==> config.mk <==
export PLATFORM = sky130hd
export DESIGN_NAME = rr_event_arbiter
export DESIGN_NICKNAME = d
export VERILOG_FILES = /design/src/rtl/rr_event_arbiter.sv
export SDC_FILE = /design/constraint.sdc
export NUM_CORES = 1
export LEC_CHECK = 0
export BUFFER_PORTS_ARGS = -buffer_cell sky130_fd_sc_hd__buf_2
export CAP_MARGIN = 40
export CORE_AREA = 3 3 254 256
export CTS_CLUSTER_SIZE = 10
export DETAILED_ROUTE_END_ITERATION = 12
export DIE_AREA = 0 0 257 259
export SLEW_MARGIN = 5
export SYNTH_ARGS = -nofsm -noshare
export SYNTH_HDL_FRONTEND = slang
export SYNTH_SLANG_ARGS = --single-unit
==> constraint.sdc <==
create_clock -name clk -period 4.5 [get_ports clk]
set_input_delay 0.45 -clock clk [delete_from_list [all_inputs] [get_ports clk]]
set_output_delay 0.45 -clock clk [all_outputs]
set_load 0.1 [all_outputs]
==> src/rtl/rr_event_arbiter.sv <==
// Round-robin, burst-limited arbiter merging NMODULES word streams into one
// registered output stage toward the Ethernet TX FIFO.
module rr_event_arbiter #(
  parameter int NMODULES  = 4,
  parameter int LENGTH    = 128,
  parameter int MAX_BURST = 8
) (
  input  logic                         clk,
  input  logic                         rst,
  input  logic [NMODULES-1:0]          enable,
  input  logic [NMODULES-1:0]          in_valid,
  input  logic [NMODULES*LENGTH-1:0]   in_data,
  output logic [NMODULES-1:0]          in_ready,
  output logic                         out_valid,
  output logic [LENGTH-1:0]            out_data,
  output logic [$clog2(NMODULES)-1:0]  out_src,
  input  logic                         out_ready,
  output logic                         busy
);

  localparam int SW = $clog2(NMODULES);
  localparam int CW = $clog2(MAX_BURST + 1);
  localparam logic [CW-1:0]       LAST_CNT = CW'(MAX_BURST - 1);
  localparam logic [NMODULES-1:0] ONE_HOT0 = NMODULES'(1);

  typedef enum logic [0:0] {
    IDLE  = 1'b0,
    BURST = 1'b1
  } state_t;

  state_t            state_r;
  state_t            next_state_s;
  logic [SW-1:0]     ptr_r;
  logic [SW-1:0]     next_ptr_s;
  logic [SW-1:0]     grant_r;
  logic [SW-1:0]     next_grant_s;
  logic [CW-1:0]     burst_cnt_r;
  logic [CW-1:0]     next_burst_cnt_s;

  logic              load_s;
  logic              xfer_s;
  logic              exit_s;
  logic              found_s;
  logic [SW-1:0]     pick_s;
  logic [SW-1:0]     idx_s;
  logic              hit_s;
  logic [LENGTH-1:0] grant_data_s;

  assign load_s       = ~out_valid | out_ready;
  assign grant_data_s = in_data[int'(grant_r) * LENGTH +: LENGTH];
  assign xfer_s       = |(in_ready & in_valid);
  assign busy         = (state_r == BURST);

  // Leaving a burst: burst limit reached, or the granted source went empty/disabled.
  assign exit_s = (xfer_s && (burst_cnt_r == LAST_CNT)) ||
                  !in_valid[grant_r] || !enable[grant_r];

  // Rotating search; walk downwards so the candidate closest to ptr wins last.
  always_comb begin
    found_s = 1'b0;
    pick_s  = ptr_r;
    idx_s   = ptr_r;
    hit_s   = 1'b0;
    for (int k = NMODULES - 1; k >= 0; k--) begin
      idx_s   = ptr_r + SW'(k);
      hit_s   = in_valid[idx_s] & enable[idx_s];
      pick_s  = hit_s ? idx_s : pick_s;
      found_s = found_s | hit_s;
    end
  end

  // Read strobe to the granted FIFO; gated by enable so a clear takes effect at once.
  always_comb begin
    if ((state_r == BURST) && enable[grant_r] && load_s) begin
      in_ready = ONE_HOT0 << grant_r;
    end else begin
      in_ready = '0;
    end
  end

  // Arbitration FSM next-state logic.
  always_comb begin
    next_state_s     = state_r;
    next_ptr_s       = ptr_r;
    next_grant_s     = grant_r;
    next_burst_cnt_s = burst_cnt_r;
    case (state_r)
      IDLE: begin
        if (found_s) begin
          next_grant_s     = pick_s;
          next_burst_cnt_s = '0;
          next_state_s     = BURST;
        end else begin
          next_state_s     = IDLE;
        end
      end
      BURST: begin
        if (xfer_s) begin
          next_burst_cnt_s = burst_cnt_r + CW'(1);
        end else begin
          next_burst_cnt_s = burst_cnt_r;
        end
        if (exit_s) begin
          next_state_s = IDLE;
          next_ptr_s   = grant_r + SW'(1);
        end else begin
          next_state_s = BURST;
        end
      end
      default: begin
        next_state_s = IDLE;
      end
    endcase
  end

  // Arbitration FSM state registers.
  always_ff @(posedge clk or posedge rst) begin
    if (rst) begin
      state_r     <= IDLE;
      ptr_r       <= '0;
      grant_r     <= '0;
      burst_cnt_r <= '0;
    end else begin
      state_r     <= next_state_s;
      ptr_r       <= next_ptr_s;
      grant_r     <= next_grant_s;
      burst_cnt_r <= next_burst_cnt_s;
    end
  end

  // Output pipeline register; overwritten in place when a transfer coincides with out_ready.
  always_ff @(posedge clk or posedge rst) begin
    if (rst) begin
      out_valid <= 1'b0;
      out_data  <= '0;
      out_src   <= '0;
    end else if (xfer_s) begin
      out_valid <= 1'b1;
      out_data  <= grant_data_s;
      out_src   <= grant_r;
    end else if (out_ready) begin
      out_valid <= 1'b0;
    end
  end

endmodule

==> results.ini <==
[sta]
max_freq_ghz = 0.3305
worstMarginPinSlew_ns = 0.9282
setup_violations = 0
post-route-period-util_pct = 67.24
drv_slew = 0
finalWorstSetupSlack_ns = 1.474
clock_skew_ns = 0.01690
hold_viol = 0
hold_ws_ns = 0.06841
finalSetupTns_ns = 0
slew_headroom_pct = 38.12
rsz0062_at_grt = false
fin_crit_ns = 3.026

[clock_network]
numCtsBuffers = 17
postCtsSetupRepairBufs = 0
cts_tree = built
clock-sinks = 140
h-tree-depth = 4
cts_hold_buf = 0
cts.path.max_buffers = 2
clockRootBuffer = clkbuf_16
path_clk_slew_ns = 0.06
cts_resized = 0
clkLatencyLatePin_ns = 0.47

[critical_path]
r2r_cells = 7
cp-start-kind = flop
worstSetupPathType = flop to output port
arrival_ns = 2.58
cp-endpoint = in_ready[3]
rr_endpoint = out_data[30]
path_cells = mux4_2 > and3_1 > and2_1 > buf_2
crit_path_top_delay_cell = dfrtp_4
rr_startpoint = grant_r[0]
worstPathMaxFanout = 29
r2r_slack_ns = 1.71
worstSetupStartpoint = grant_r[0]
cpPeakStageDelay_ns = 0.77
end_kind = output port
cp.required_ns = 4.05

[synth]
yosys.area_share.simple_pct = 1.402
syn_nets = 1038
synth_xor_area_share_pct = 0.09720
yosys.cell_types.count = 36
synth-seq-area-share_pct = 38.88
synth_area_per_cell_um2 = 17.67
syn-cell-area_um2 = 9011
ys_ff_latch = 140
synthAdderAreaFrac_pct = 0.6943
synth-compound-area-share_pct = 2.138
synth_top_family_by_area = multiplexers
synth_edf_count = 0
synthCells = 510
synthMuxAreaShare_pct = 53.39
synth_async_sr_flop_share_pct = 100.0
synth_ff_type = dfrtp_1
yosys_warnings = 0

[placement]
place_ws_ns = 1.776
gp_congestion = 0.9174
io_buffers = 658
postPlaceCellArea_um2 = 13200
dp_hpwl_um = 28480

[floorplan]
die-height_um = 259
num_io_pins = 659
start_util_pct = 14.36
die_area_um2 = 66560
num_rows = 92
core_area_um2 = 62740
dieWidth_um = 257

[power]
peakVddDrop_uv = 577.4
p_leak_nw = 6.478
p_sw_share_pct = 56.30
p_per_area_nw_per_um2 = 935.6
pwr-share-comb_pct = 69.2
seqPwrFrac_pct = 18.4
power_frac_clock_pct = 12.4
p_sw_mw = 7.297
internal_power_mw = 5.663
p_total_mw = 12.96

[detailed_routing]
wl_per_cell_um = 17.26
viasPerCell = 3.840
drc_errors = 0
drt_iter0_markers = 379
vias = 7714
wl_um = 34680
ant_nets = 0
dr.pass1.iters = 4

[layout]
nFillCells = 6769
fin_nets = 1677
regArea_um2 = 3511
final_cell_mix = buf_2 (658), dfrtp_1 (138), mux4_2 (130), mux2_4 (109), mux2_1 (21)
multi_input_area_um2 = 5206
final_layout_size_suffix_gt1_share_pct = 81.12
design_area_um2 = 13850
areaGrowthSynthToFinish_pct = 53.72
layout_commonest_cell = buf_2

[grt]
grt_max_degree = 73
antenna_found_initial = 7
grt_overflow_total = 0
grt_pass1_vias = 8199
grt_use_total_pct = 9.872
grt_first_pass_wirelength_um = 49110

[job]
maxCapViolations = 0

[worst_hold_path]
min_path_type = primary input to asynchronous set/reset pin

[outcome]
status = finished clean

## metrics by stage
| stage | utilization, % | instances |
|---|---|---|
| 2_1_floorplan | - | 510 |
| 3_3_place_gp | 21.04 | 1976 |
| 3_5_place_dp | 21.04 | 1976 |
| 4_1_cts | 22.07 | 2006 |
| 5_1_grt | 22.08 | 2008 |
| 6_report | 22.08 | 2009 |
## area by class of cell
cell class | instances | area share (%)
tap | 846 | 7.642
multi-input combinational | 319 | 37.58
sequential | 140 | 25.35
inverter | 6 | 0.1987
clock inverter | 10 | 1.364
antenna | 3 | 0.05420
timing repair buffer | 665 | 24.51
clock buffer | 20 | 3.297
## worst min-delay path by stage
stage                      to  slack (ns)  cells after the start
2_1_floorplan  burst_cnt_r[0]        0.48                      1
3_3_place_gp    out_data[107]        0.47                      1
3_5_place_dp    out_data[111]        0.47                      1
4_1_cts          out_data[75]        0.07                      2
5_1_grt          out_data[75]         0.1                      2
6_report         out_data[75]        0.07                      2
## cell families after synthesis
| logic type | Yosys count |
|---|---|
| and+or+nand+nor | 24 |
| AOI/OAI and AO/OA | 28 |
| xor gates and xnor gates | 1 |
| adders and majority gates | 5 |
| buffers and inverters | 51 |
| DFF | 140 |
| muxes | 261 |
## sequential cells by signal (all words and copies together), names as in the netlist
register     cells
burst_cnt_r      4
busy             1
grant_r          2
out_data       128
out_src          2
out_valid        1
ptr_r            2
## critical path: cells and delay by family, from the launching register on
| family | cells | cell delay [ns] |
|---|---|---|
| buf+inv | 1 | 0.29 |
| flops | 1 | 0.77 |
| mux | 1 | 0.60 |
| simple gates | 2 | 0.46 |
## power by group through the flow
stage               clock, mW  combinational (mW)  sequential [mW]
detailed placement          0                9.05             2.40
CTS                      1.69                9.05             2.40
finish                   1.60                8.97             2.39
global route             1.73                9.28             2.49
global placement            0                8.92             2.40
floorplan                   0                3.27             6.64
## synthesized netlist by cell type (2+ instances only)
cell type	n	area share (%)
nand2_1	10	0.42
nand2b_1	3	0.21
dfrtp_1	140	39
inv_1	5	0.21
nand3_1	2	0.11
ha_1	5	0.69
o21ai_0	4	0.22
and2_1	6	0.42
o211ai_1	2	0.17
mux4_2	130	32
a21oi_1	2	0.11
o21ai_1	5	0.28
mux2_4	109	18
buf_6	13	1.6
buf_1	2	0.083
o22ai_1	2	0.14
mux2_1	21	2.6
clkbuf_1	18	0.75
a22oi_1	3	0.25
buf_2	11	0.61
a211oi_1	2	0.17
## routing by layer
metal / share of wire, % / vias to the layer above / GRT usage [%]
met3: 9.4 / 54 / 3.580
li1: - / 3365 / -
met4: 4.0 / 6 / 5.543
met2: 50 / 466 / 16.73
met1: 36 / 3823 / 10.70
met5: 0.098 / - / 0
Note: power is estimated with default switching activity, not from simulation.
